`src/rtl/bitwise_shift_pipe.sv`:
```
// bitwise_shift_pipe: pipelined logarithmic shifter (SLL / SRL / SRA / ROR).
// One 2:1 select stage per shift-amount bit, registered after each stage,
// valid/ready handshake on both sides with a single global advance.
// Optional feature macro: BITWISE_SHIFT_ROTATE_EN enables ROR on op 2'b11;
// without it op 2'b11 behaves exactly as SRL.
module bitwise_shift_pipe #(
    parameter  int N = 8,
    localparam int S = (N > 1) ? $clog2(N) : 1
) (
    input  logic         clk,
    input  logic         rst,
    input  logic         in_valid,
    output logic         in_ready,
    input  logic [1:0]   in_op,
    input  logic [S-1:0] in_amt,
    input  logic [N-1:0] in_data,
    output logic         out_valid,
    input  logic         out_ready,
    output logic [N-1:0] out_data
);

    localparam logic [1:0] OP_SLL = 2'b00;
    localparam logic [1:0] OP_SRL = 2'b01;
    localparam logic [1:0] OP_SRA = 2'b10;
    localparam logic [1:0] OP_ROR = 2'b11;
    localparam logic [N-1:0] ONES = {N{1'b1}};

    // Shift one operand by a fixed distance according to the operation.
    function automatic logic [N-1:0] shift_by(input logic [N-1:0] d,
                                              input logic [1:0]   op,
                                              input logic         sgn,
                                              input int           sh);
        logic [N-1:0] r;
        case (op)
            OP_SLL:  r = d << sh;
            OP_SRL:  r = d >> sh;
            OP_SRA:  r = (d >> sh) | (~(ONES >> sh) & {N{sgn}});
`ifdef BITWISE_SHIFT_ROTATE_EN
            OP_ROR:  r = (d >> sh) | (d << (N - sh));
`else
            OP_ROR:  r = d >> sh;
`endif
            default: r = d;
        endcase
        return r;
    endfunction

    // Stage registers
    logic [N-1:0] data_q  [S];
    logic [N-1:0] data_d  [S];
    logic [1:0]   op_q    [S];
    logic [1:0]   op_d    [S];
    logic [S-1:0] amt_q   [S];
    logic [S-1:0] amt_d   [S];
    logic         sign_q  [S];
    logic         sign_d  [S];
    logic         valid_q [S];
    logic         valid_d [S];

    // Per-stage sources (stage 0 fed by the input port, stage k by stage k-1)
    logic [N-1:0] src_data_s  [S];
    logic [1:0]   src_op_s    [S];
    logic [S-1:0] src_amt_s   [S];
    logic         src_sign_s  [S];
    logic         src_valid_s [S];

    logic advance_s;
    logic in_ready_s;
    logic accept_s;

    // Handshake and next-state computation for every stage.
    always_comb begin
        advance_s  = !valid_q[S-1] || out_ready;
        in_ready_s = advance_s && !rst;
        accept_s   = in_valid && in_ready_s;

        src_data_s[0]  = in_data;
        src_op_s[0]    = in_op;
        src_amt_s[0]   = in_amt;
        src_sign_s[0]  = in_data[N-1];
        src_valid_s[0] = accept_s;
        for (int k = 1; k < S; k++) begin
            src_data_s[k]  = data_q[k-1];
            src_op_s[k]    = op_q[k-1];
            src_amt_s[k]   = amt_q[k-1];
            src_sign_s[k]  = sign_q[k-1];
            src_valid_s[k] = valid_q[k-1];
        end

        for (int k = 0; k < S; k++) begin
            data_d[k]  = data_q[k];
            op_d[k]    = op_q[k];
            amt_d[k]   = amt_q[k];
            sign_d[k]  = sign_q[k];
            valid_d[k] = valid_q[k];
            if (advance_s) begin
                valid_d[k] = src_valid_s[k];
                // Bubbles leave the data registers untouched so out_data
                // keeps showing the last real result.
                if (src_valid_s[k]) begin
                    op_d[k]   = src_op_s[k];
                    amt_d[k]  = src_amt_s[k];
                    sign_d[k] = src_sign_s[k];
                    if (src_amt_s[k][k]) begin
                        data_d[k] = shift_by(src_data_s[k], src_op_s[k],
                                             src_sign_s[k], 1 << k);
                    end else begin
                        data_d[k] = src_data_s[k];
                    end
                end else begin
                    data_d[k] = data_q[k];
                end
            end else begin
                valid_d[k] = valid_q[k];
            end
        end
    end

    // Stage registers with synchronous reset that empties the pipe.
    always_ff @(posedge clk) begin
        for (int k = 0; k < S; k++) begin
            if (rst) begin
                data_q[k]  <= {N{1'b0}};
                op_q[k]    <= 2'b00;
                amt_q[k]   <= {S{1'b0}};
                sign_q[k]  <= 1'b0;
                valid_q[k] <= 1'b0;
            end else begin
                data_q[k]  <= data_d[k];
                op_q[k]    <= op_d[k];
                amt_q[k]   <= amt_d[k];
                sign_q[k]  <= sign_d[k];
                valid_q[k] <= valid_d[k];
            end
        end
    end

    assign in_ready  = in_ready_s;
    assign out_valid = valid_q[S-1];
    assign out_data  = data_q[S-1];

endmodule

```
`config.mk`:
```
export PLATFORM = sky130hd
export DESIGN_NAME = bitwise_shift_pipe
export DESIGN_NICKNAME = d
export VERILOG_FILES = /design/src/rtl/bitwise_shift_pipe.sv
export SDC_FILE = /design/constraint.sdc
export NUM_CORES = 1
export LEC_CHECK = 0
export BUFFER_PORTS_ARGS = -buffer_cell sky130_fd_sc_hd__buf_2
export CAP_MARGIN = 15
export CORE_ASPECT_RATIO = 1.5
export CORE_MARGIN = 1
export CORE_UTILIZATION = 25
export CTS_BUF_LIST = sky130_fd_sc_hd__clkbuf_2 sky130_fd_sc_hd__clkbuf_4 sky130_fd_sc_hd__clkbuf_8
export DETAILED_ROUTE_END_ITERATION = 10
export PLACE_DENSITY = 0.43
export SLEW_MARGIN = 20
export SYNTH_ARGS = -nofsm -noshare
export SYNTH_HDL_FRONTEND = slang
export SYNTH_SLANG_ARGS = --single-unit
export TNS_END_PERCENT = 10
```
`constraint.sdc`:
```
create_clock -name clk -period 2.8 [get_ports clk]
set_clock_uncertainty 0.05 [all_clocks]
set_input_delay 0.7 -clock clk [delete_from_list [all_inputs] [get_ports clk]]
set_output_delay 0.7 -clock clk [all_outputs]
set_load 0.05 [all_outputs]
```
==> impl_summary.md, run 1 <==
Power and ir drop
VDD sags by at most 0.146 mV. The share of total power dissipated in sequential elements is 0.502. The combinational power share is 0.140.

For this design the total switching power over the nets is 324 µW. The internal cell power is 823 µW. The switching part of the total power is 0.282.

The part of the power in the clock network is 0.358. The standby leakage power is between 0.7 and 0.8 nW. Power spread over the standard cell area amounts to between 500 and 600 mW/mm².

Finish
The multi-input combinational cell area is 985 µm². The fraction of final layout cells sized beyond drive strength 1 is 0.193. After filler insertion, the fill cell instance count of the layout stands at 802. The sequential cell area in the final layout is 721 µm². From synthesis to final layout, the design area changed by 15.8%.

The number of antenna diodes in the final layout is 0. At the end of the flow, the number of nets in the layout was about 250. The final instance area is approximately 0.0021 mm².

CTS
Counting every sink on the clock net gives 36. TritonCTS built the clock tree. The clock latency of the later-clocked register in the worst-skew pair is 0.29 ns. The post-CTS setup-driven buffer insertion count is 0.

In this run, post-CTS hold repair placed 0 buffers. The clock root buffer is clkbuf_8. Gates resized during post-CTS repair numbered 0. No sink is reached through more buffers than the 2 on the longest clock path. The CTS buffer count is 5.

Clock-pin slew was measured on the worst setup and hold paths at 0.07 ns. The clock tree synthesis step divided the H-tree into 2 levels.

Global routing
For this run, the total global-route usage over all layers was measured as 0.132. The pin count of the biggest net entering global routing is 30. The number of global-route vias before repair came to 1,585. The first global-routing pass estimated 7920 µm of wire.

The overflow left after global routing is 0. The number of antenna violations at the first check in global routing is 0.

Routing
The number of routed nets with antenna violations is 0. For this run, design rule violations remaining after detail routing come to 0. In the final routed layout, each cell accounts on average for 14.0 µm. The detailed-routing iteration count for the pre-antenna-repair pass is 4. Dividing the detail-routed via count by the number of cells gives 4.79.

For this block, the routed nets add up to ~4700 µm of wire. For this block, the via count after detailed routing is between 1,500 and 2,000. In this run, the number of DRC markers left after iteration 0 of detailed routing was 67.

Synth
The share of synthesized area in the top cell type comes to 0.391. By area the synthesized netlist is led by dfxtp_1, a21oi_1, o211ai_1. Synthesis produced a netlist whose cell count is between 200 and 250. In this run, synthesis produced a sequential element count of 36. The synthesized design contains 0 enable-type register cells. The most common cell in the synthesized netlist is dfxtp_1. The sequential area share after synthesis is 0.391. After synthesis, the most frequently instantiated cells are dfxtp_1, a21oi_1, nand2_1, o211ai_1. The mapped netlist covers between 0.0015 and 0.002 mm². The net count of the mapped netlist is 230. The most used flip-flop cell after synthesis is dfxtp_1. Synthesis instantiated 33 different standard cells from the library. The average cell area after synthesis is just under 9 µm². The top cell type by total area after synthesis is dfxtp_1.

The synthesis warning total is 0. Counting flops with an async set or reset pin after synthesis yields a share of 0.

Floorplanning
During I/O placement, the number of pins put on the boundary was 27. The horizontal die dimension is 72.1 µm. The area inside the core boundary is 0.00718 mm². The die outline area is 0.00773 mm². The row count is 38. The starting density of the core is 0.257. The height of the chip is roughly 110 µm.

Timing
The total negative slack for setup checks is 0 ns. The worst pin sits at a relative slew slack of 0.648. The number of setup violations in the final report is 0. The hold violation total from the final report is 0. Subtracting the final worst setup slack from the clock period gives about 2.2 ns. Setup repair after global routing left no endpoint under its margin.

Timing would allow up to 454 MHz. The count of final max-slew check failures is 0. The tightest hold margin is 0.453 ns. At the pin with the least slew margin, the transition time is 0.527 ns.

Of the available clock period, the critical path in the final layout requires 0.786.

Worst setup path
In this run the critical register-to-register path is launched from valid_q[0]. STA classifies the critical path endpoint as a primary output. The arrival time of data at the critical path endpoint is approximately 1.5 ns. The data required time at the worst endpoint is a little over 2 ns.

Of all nets on the critical path, the largest fanout is 29. The delay of the slowest cell on the worst path is 0.43 ns. The buffer and inverter count on the worst path is 2. Setup slack on the worst reg-to-reg path comes out at 1.29 ns. The type of the worst setup path is primary input to primary output. The endpoint identified for the worst register-to-register timing path is data_q[1][4]. The cell that appears most often on the critical path is buf_2. Traced cell by cell, the critical path runs through buf_2 > nor2_1 > buf_2. The nature of the critical path startpoint is a primary input. The number of cells on the worst reg-to-reg path is 3. Among all stages on the critical path, the largest delay is contributed by buf_2. The cell type group with the largest total delay on the critical path is buffers and inverters.

Run status
The flow ran to the end, and the final reports show no timing, DRC or antenna violations.

Hold path
The number of instances on the worst hold path is 2. For hold timing, the worst endpoint is amt_q[1][2]. The startpoint identified for the worst hold timing path is amt_q[0][2].

In this run the worst hold path is classified as flip-flop to flip-flop.

Placed design
At the end of routability-driven placement, the weighted congestion stood at ~0.74. After detailed placement, the total cell area comes to a little over 0.002 mm². After legalization and detailed placement, the total HPWL measured 3400 µm. The number of input and output port buffers inserted is 26.

Job
The tool flagged a number of max-cap violations equal to 0.
## kinds of logic (layout without fill, tap and decap cells)
kind of cell | after synthesis | after routing | synth area share
muxes | 12 | 12 | 0.0692
and+or+nand+nor | 47 | 47 | 0.136
DFF | 36 | 36 | 0.391
buffers and inverters | 30 | 50 | 0.0747
AOI/OAI and AO/OA | 88 | 88 | 0.329
## how the worst max path moves through the flow
stage | slack, ns | depth (start not counted) | startpoint | end
2_1_floorplan | 0.33 | 3 | rst | in_ready
3_3_place_gp | 0.58 | 3 | rst | in_ready
3_5_place_dp | 0.58 | 3 | rst | in_ready
4_1_cts | 0.58 | 3 | rst | in_ready
5_1_grt | 0.52 | 3 | rst | in_ready
6_report | 0.60 | 3 | rst | in_ready
## final cells by class
cell class              instances  area share
multi-input cells             147       0.462
well taps                     100      0.0587
clock buffers                   8      0.0457
inverters                      12      0.0211
repair buffers                 30      0.0751
flip-flops and latches         36       0.338
## metrics by stage
stage               instances  power [mW]  utilization  setup WS [ns]
global route              333        1.21        0.297          0.522
global placement          325       0.750        0.284          0.578
detailed placement        325       0.750        0.284          0.578
CTS                       333        1.17        0.297          0.576
floorplan                 213       0.701            -          0.328
finish                    333        1.15        0.297          0.599
## state kept, by name, indices dropped and copies added (netlist names)
name and count:
data_q 24, op_q 4, amt_q 3, valid_q 3, sign_q 2
## power groups by stage
stage	clock, mW	sequential [mW]	combinational (mW)
floorplan	0	0.593	0.109
global placement	0	0.588	0.162
detailed placement	0	0.588	0.162
CTS	0.427	0.576	0.163
global route	0.448	0.583	0.178
finish	0.411	0.576	0.160
## tightest hold or removal path: cells and delay by family, from the launching register on
| kind | cells | cell delay [ns] |
|---|---|---|
| flip-flops | 1 | 0.32 |
| AND/OR/NAND/NOR | 1 | 0.08 |
| AO/OA/AOI/OAI | 1 | 0.06 |
## layer usage
metal  wire, µm  part of all wire  track usage
met1       2070              0.44        0.152
met2       2370              0.51        0.232
met3        145             0.031       0.0310
met4         78             0.017       0.0504
met5          0                 0            0
## cell usage in the layout, fill, tap and decap left out, types with 2 or more instances in the layout
cell | synthesis | routed
dfxtp_1 | 36 | 36
a21oi_1 | 26 | 26
buf_2 | 11 | 26
nand2_1 | 15 | 15
o211ai_1 | 13 | 13
inv_1 | 11 | 11
a211oi_1 | 11 | 11
nor2b_1 | 9 | 9
nand3_1 | 9 | 9
mux2i_1 | 6 | 6
o221ai_1 | 6 | 6
o21ai_1 | 6 | 6
mux2_1 | 6 | 6
clkbuf_8 | 0 | 6
a2bb2oi_1 | 5 | 5
o21ai_0 | 5 | 5
nand2b_1 | 4 | 4
o311a_1 | 4 | 4
o2111ai_1 | 4 | 4
o32ai_1 | 4 | 4
buf_4 | 3 | 4
nor2_1 | 3 | 3
a311oi_1 | 3 | 3
clkbuf_4 | 0 | 2
Note: power is estimated with default switching activity, not from simulation.
==> run 2: changes to the inputs <==
- clock period: 2.8 -> 2.3 ns (I/O delays scaled with it)
==> run 2 against run 1 <==
Combinational power is 27% higher. Global-route usage rose by 0.068 points. Critical endpoint unchanged. Utilization is essentially flat. Non-clock buffer count rose by 2. Via count rose by 2.8%. Power rose by 17%. Critical path type unchanged. Flip-flop and latch count unchanged. Sequential power up 21%. First-iteration DRC count shrank 45%.
==> impl_summary.md, run 2 (synthesis gave the netlist of run 1 again) <==
Finish
The net count reported at finish was 251 (was 249). The flip-flop count of the largest register after layout is 24 (unchanged). The final instance area is 0.00213 mm² (about the same).

The number of antenna cells inserted is 0 (unchanged). Leading registers by flop count: data_q: 24 flops, op_q: 4 flops (unchanged). The most common cell after layout, fill and taps aside is dfxtp_1 (unchanged). The register name with the most flops was data_q (unchanged).

The area growth from synthesis to layout is 15.7% (was 15.8%). Commonest cells after routing, fill and taps aside: dfxtp_1, a21oi_1, buf_2 (unchanged). The fraction of final layout cells sized beyond drive strength 1 is 0.197 (was 0.193). The final core utilization is 0.297 (about the same).

Routing
The mean number of vias per cell is 4.91 (was 4.79). The post-detailed-route DRC marker count is 0 (unchanged). The overall via count from detail_route was 1,641 (was 1,596). The detailed-routing iteration count for the pre-antenna-repair pass was 4 (unchanged).

The DRC marker count from the first detailed-route iteration is 37 (was 67). The number of routed nets with antenna violations was 0 (unchanged). The average detailed-routed wire length per instance came to 13.9 µm (was 14.0 µm). The final wirelength is 4650 µm (was 4660 µm).

Global routing
The pin count of the biggest net entering global routing is 25 (was 30). The number of antenna violations at the first check in global routing is 0 (unchanged). The global-route wire length before repair came to 8110 µm (was 7920 µm).

The number of global-route vias before repair came to 1,607 (was 1,585). The overflow left after global routing was 0 (unchanged). The global-route usage over all layers is 0.133 (was 0.132).

Timing
The tightest slew margin relative to the limit came to 0.669 (was 0.648). The number of setup violations in the final report was 0 (unchanged). The transition time at the pin with the least slew margin is 0.496 ns (was 0.527 ns). The maximum clock frequency is 558 MHz. The total negative slack for setup checks is 0 ns (unchanged). Unrepaired setup endpoints after global routing: no (unchanged). The count of final max-slew check failures came to 0 (unchanged). The clock period could shrink to roughly 1.8 ns. Dividing the final minimum period by the clock period gives 0.779. The hold violation total from the final report is 0 (unchanged). The smallest setup slack after layout came to 0.508 ns (was 0.599 ns).

Worst setup path
The cell occurring most often along the worst timing path was buf_2 (unchanged). The number of cells on the worst reg-to-reg path was 3 (unchanged). The destination of the worst register-to-register timing path is data_q[1][7] (was data_q[1][4]). The maximum fanout along the worst path is 2 (was 29). The startpoint of the most critical register-to-register path is op_q[0][1] (was valid_q[0]). The type of the worst setup path is primary input to primary output (unchanged).

The arrival time of data at the critical path endpoint is 1.17 ns (was 1.45 ns). The worst-path cell with the longest stage delay was buf_2 (unchanged). The delay of the slowest cell on the worst path was 0.26 ns (was 0.43 ns).

The nature of the critical path startpoint is a primary input (unchanged). The reg2reg setup slack is 0.86 ns (was 1.29 ns). Series of cell instances along the critical path: buf_2 > and2b_1 > nor2_1 > buf_2 (was buf_2 > nor2_1 > buf_2).

The data required time at the worst endpoint is 1.67 ns (was 2.05 ns). The endpoint type of the worst setup path is a primary output (unchanged).

CTS
The clock latency of the later-clocked register in the worst-skew pair was 0.29 ns (about the same). The clock tree from TritonCTS is built (unchanged). The total number of clock tree sinks is 36 (unchanged). The CTS buffer count is 5 (unchanged). The maximum level of the CTS H-tree is 2 (unchanged). The clock root buffer is clkbuf_8 (unchanged). The post-CTS setup-driven buffer insertion count is 0 (unchanged). The count of hold buffers inserted by post-cts repair is 0 (unchanged). The clock-pin slew of the registers on the worst-case setup and hold paths is 0.07 ns (about the same). The clock tree buffer depth is 2 (unchanged). The number of gates resized after CTS is 0 (unchanged).

Placed design
The cell area reported after detailed placement is 0.00205 mm² (was 0.00204 mm²). The final estimated routing congestion in global placement came to 0.718 (was 0.745). The number of input and output port buffers inserted is 26 (unchanged). The sum of net half-perimeters after detailed placement was 3390 µm (was 3400 µm). The pre-CTS worst setup slack is 0.507 ns (was 0.578 ns).

Floorplanning
The height of the chip is 107 µm (unchanged). The area inside the core boundary is 0.00718 mm² (unchanged). The row count is 38 (unchanged). The horizontal die dimension is 72.1 µm (unchanged). The number of top-level pins is 27 (unchanged). The die outline area is 0.00773 mm² (unchanged).

The starting density of the core is 0.257 (unchanged).

Hold path
The kind of path behind the tightest hold check is flip-flop to flip-flop (unchanged). The start point of the worst min-delay path is amt_q[0][2] (unchanged). The end point of the worst hold path is amt_q[1][2] (unchanged).

The number of instances on the worst hold path is 2 (unchanged).

Power and ir drop
The power per unit of standard cell area was 628 mW/mm² (was 538 mW/mm²). The total power after layout came to 1.34 mW (was 1.15 mW). The standby leakage power is 0.795 nW (was 0.793 nW). The worst IR drop on VDD is 0.210 mV (was 0.146 mV).

Run status
Outcome: finished clean (unchanged).

Job
The max-cap violation count is 0 (unchanged).
-- run 2: worst max-delay path by stage --
| stage | depth (start not counted) | to | slack [ns] | from |
|---|---|---|---|---|
| after floorplan | 3 | in_ready | 0.08 | rst |
| after CTS | 4 | in_ready | 0.50 | out_ready |
| final | 4 | in_ready | 0.51 | out_ready |
| after detailed placement | 4 | in_ready | 0.51 | out_ready |
| after global placement | 4 | in_ready | 0.50 | out_ready |
| after global routing | 4 | in_ready | 0.47 | out_ready |
-- run 2: stage by stage --
step | hold slack (ns) | std cells
2_1_floorplan | 0.408 | 213
3_3_place_gp | 0.436 | 327
3_5_place_dp | 0.437 | 327
4_1_cts | 0.444 | 334
5_1_grt | 0.465 | 334
6_report | 0.442 | 334
-- run 2: power breakdown --
group          leakage (nW)  switching, mW  internal (mW)
logic                 0.456          0.125         0.0782
registers             0.295         0.0385          0.659
clock network        0.0445          0.221          0.218
total                 0.795          0.384          0.955
-- run 2: routing by layer --
| layer | global-route usage | routed length [µm] | up-vias |
|---|---|---|---|
| met5 | 0 | 0 | - |
| met4 | 0.0546 | 83 | 0 |
| met3 | 0.0254 | 138 | 7 |
| met2 | 0.233 | 2420 | 31 |
| met1 | 0.155 | 2010 | 764 |
| li1 | - | - | 839 |
-- run 2: critical path: cells and delay by family --
kind,cells,cell delay (ns)
buffers and inverters,2,0.34
AND/OR/NAND/NOR,2,0.25
-- run 2: cell type report --
cell class	count	area [µm²]
multi-input combinational	147	985
clock inverter	1	5.00
sequential	36	721
inverter	12	45.0
fill	793	5050
timing repair buffer	32	175
tap	100	125
clock buffer	6	76.3
==> run 3: changes to the inputs <==
- clock period: 2.3 -> 1.7 ns (I/O delays scaled with it)
==> run 3 against run 2 <==
Final cell count up 1.5%. Clock power up 50%. Via count up 0.18%. Register-to-register slack worse by 0.49 ns. Non-clock buffer count rose by 4. Critical path depth decreased by 1. Combinational power is 42% higher. Largest cell class unchanged. Largest power group unchanged.
==> impl_summary.md, run 3 (synthesis gave the netlist of run 1 again) <==
Run status
Outcome: finished clean (unchanged).

Global routing
The overflow left after global routing is 0 (unchanged). The global-route wire length before repair came to 7910 µm (was 8110 µm). The pin count of the biggest net entering global routing was 23 (was 25). The met1 usage is 0.146 (was 0.155). The global routing met3 resource utilization is 0.0226 (was 0.0254). The routing usage on met2 is 0.239 (was 0.233).

The number of global-route vias before repair is 1,597 (was 1,607). The number of antenna violations at the first check in global routing is 0 (unchanged). The most used routing layer is met2 (unchanged). The global-route usage over all layers came to 0.130 (was 0.133).

Timing
Of the available clock period, the critical path in the final layout requires 0.941. The total negative slack for setup checks came to 0 ns (unchanged). The worst path needs 1.60 ns of the cycle, external delays included. The transition time at the pin with the least slew margin is 0.441 ns (was 0.496 ns). The tightest slew margin relative to the limit is 0.706 (was 0.669). The hold violation total from the final report is 0 (unchanged). The count of final max-slew check failures is 0 (unchanged).

The smallest setup slack after layout was 0.0998 ns (was 0.508 ns). Unrepaired setup endpoints after global routing: no (unchanged). Timing would allow up to 625 MHz. The number of setup violations in the final report was 0 (unchanged).

Finish
The net count reported at finish is 255 (was 251). The sequential cell area in the final layout came to 721 µm² (unchanged). The number of antenna cells inserted was 0 (unchanged). The final core utilization is 0.304 (was 0.297).

The register name with the most flops is data_q (unchanged). The filler cell count is 780 (was 793). The fraction of final layout cells sized beyond drive strength 1 is 0.218 (was 0.197). Leading registers by flop count: data_q: 24 flops, op_q: 4 flops (unchanged). The area growth from synthesis to layout came to 18.6% (was 15.7%). Commonest cells after routing, fill and taps aside: dfxtp_1, a21oi_1, buf_2 (unchanged). The flip-flop count of the largest register after layout is 24 (unchanged). The most common cell after layout, fill and taps aside is dfxtp_1 (unchanged). The multi-input combinational cell area was 992 µm² (was 985 µm²).

Floorplanning
The height of the chip is 107 µm (unchanged). The horizontal die dimension is 72.1 µm (unchanged). The starting density of the core is 0.257 (unchanged).

The row count was 38 (unchanged). The number of top-level pins is 27 (unchanged). The area inside the core boundary is 0.00718 mm² (unchanged). The die outline area is 0.00773 mm² (unchanged).

Worst setup path
The maximum fanout along the worst path is 3 (was 2). The reg2reg setup slack is 0.37 ns (was 0.86 ns). The arrival time of data at the critical path endpoint came to 1.13 ns (was 1.17 ns). Series of cell instances along the critical path: and2b_1 > nor2_4 > buf_2 (was buf_2 > and2b_1 > nor2_1 > buf_2). The data required time at the worst endpoint is 1.22 ns (was 1.67 ns). The buffer and inverter count on the worst path is 1 (was 2). The destination of the worst register-to-register timing path is data_q[1][0] (was data_q[1][7]).

The worst-path cell with the longest stage delay is dfxtp_1 (was buf_2). The cell type group with the largest total delay on the critical path is flip-flops (was buffers and inverters). The launching instance or port of the critical path is valid_q[2] (was out_ready). The endpoint type of the worst setup path is a primary output (unchanged). The startpoint of the most critical register-to-register path is valid_q[2] (was op_q[0][1]). The type of the worst setup path is flip-flop to primary output (was primary input to primary output).

The delay of the slowest cell on the worst path was 0.32 ns (was 0.26 ns). The worst setup path endpoint is in_ready (unchanged). The number of cells on the worst reg-to-reg path came to 4 (was 3). The logic depth of the worst setup path including buffers is 3 (was 4).

The nature of the critical path startpoint is a flip-flop (was primary input).

CTS
The clock latency of the later-clocked register in the worst-skew pair is 0.28 ns (was 0.29 ns). The clock tree buffer depth is 2 (unchanged). The number of gates resized after CTS was 0 (unchanged). The count of hold buffers inserted by post-cts repair is 0 (unchanged). The maximum level of the CTS H-tree is 2 (unchanged). The total number of clock tree sinks was 36 (unchanged).

The clock tree from TritonCTS is built (unchanged). The CTS buffer count is 5 (unchanged). The post-CTS setup-driven buffer insertion count was 0 (unchanged). The clock root buffer is clkbuf_8 (unchanged). The clock-pin slew of the registers on the worst-case setup and hold paths came to 0.07 ns (about the same).

Power and ir drop
The power per unit of standard cell area is 862 mW/mm² (was 628 mW/mm²). The worst IR drop on VDD is 0.285 mV (was 0.210 mV). The part of the power in the clock network is 0.349 (was 0.327). The total power after layout is 1.88 mW (was 1.34 mW). The internal cell power is 1.37 mW (was 955 µW). The switching part of the total power came to 0.275 (was 0.287).

The standby leakage power is 0.826 nW (was 0.795 nW). The part of the total power dissipated in sequential elements is 0.498 (was 0.521). The net switching power of the design is 518 µW (was 384 µW). The combinational power share is 0.153 (was 0.152).

Placed design
The number of input and output port buffers inserted is 26 (unchanged). The final estimated routing congestion in global placement is 0.733 (was 0.718). The pre-CTS worst setup slack was 0.148 ns (was 0.507 ns). The sum of net half-perimeters after detailed placement is 3490 µm (was 3390 µm).

Routing
The number of routed nets with antenna violations is 0 (unchanged). The final wirelength was 4680 µm (was 4650 µm). The average detailed-routed wire length per instance is 13.8 µm (was 13.9 µm). The mean number of vias per cell is 4.85 (was 4.91).

The overall via count from detail_route came to 1,644 (was 1,641). The detailed-routing iteration count for the pre-antenna-repair pass was 4 (unchanged). The post-detailed-route DRC marker count is 0 (unchanged). The DRC marker count from the first detailed-route iteration is 63 (was 37).

Job
The max-cap violation count came to 0 (unchanged).

Hold path
The kind of path behind the tightest hold check is primary input to flip-flop (was flip-flop to flip-flop). The start point of the worst min-delay path is in_amt[2] (was amt_q[0][2]).
==> run 3: metal layers <==
layer  share of wire  wire length, µm
met3           0.032              152
met2            0.53             2460
met5               0                0
met1            0.43             1990
met4           0.015               70
==> run 3: worst min-delay path by stage <==
| stage | endpoint | slack, ns | depth (start not counted) |
|---|---|---|---|
| after detailed placement | amt_q[1][2] | 0.45 | 2 |
| after global routing | amt_q[0][2] | 0.31 | 3 |
| after CTS | amt_q[0][1] | 0.29 | 3 |
| final | amt_q[0][2] | 0.30 | 3 |
| after global placement | op_q[1][0] | 0.43 | 2 |
| after floorplan | amt_q[1][2] | 0.41 | 2 |
==> run 3: power by group through the flow <==
stage | combinational (mW) | sequential (mW) | clock (mW)
2_1_floorplan | 0.181 | 0.976 | 0
3_3_place_gp | 0.292 | 0.958 | 0
3_5_place_dp | 0.291 | 0.958 | 0
4_1_cts | 0.292 | 0.939 | 0.687
5_1_grt | 0.319 | 0.946 | 0.717
6_report | 0.289 | 0.938 | 0.657
==> run 3: layout make-up <==
class,count,share of cell area
clock buffer,8,0.0446
inverter,12,0.0206
multi-input combinational,147,0.454
sequential,36,0.330
tap,100,0.0572
timing repair buffer,36,0.0939
==> run 3: worst min-delay path, delay by kind of cell <==
kind                   cells  cell delay [ns]
AND/OR/NAND/NOR            2             0.11
buffers and inverters      1             0.08
==> run 3: metrics by stage <==
| stage | cell area [µm²] | hold slack, ns | instances |
|---|---|---|---|
| CTS | 2190 | 0.294 | 339 |
| detailed placement | 2090 | 0.445 | 331 |
| global placement | 2090 | 0.432 | 331 |
| floorplan | 1850 | 0.408 | 213 |
| finish | 2190 | 0.302 | 339 |
| global route | 2190 | 0.312 | 339 |
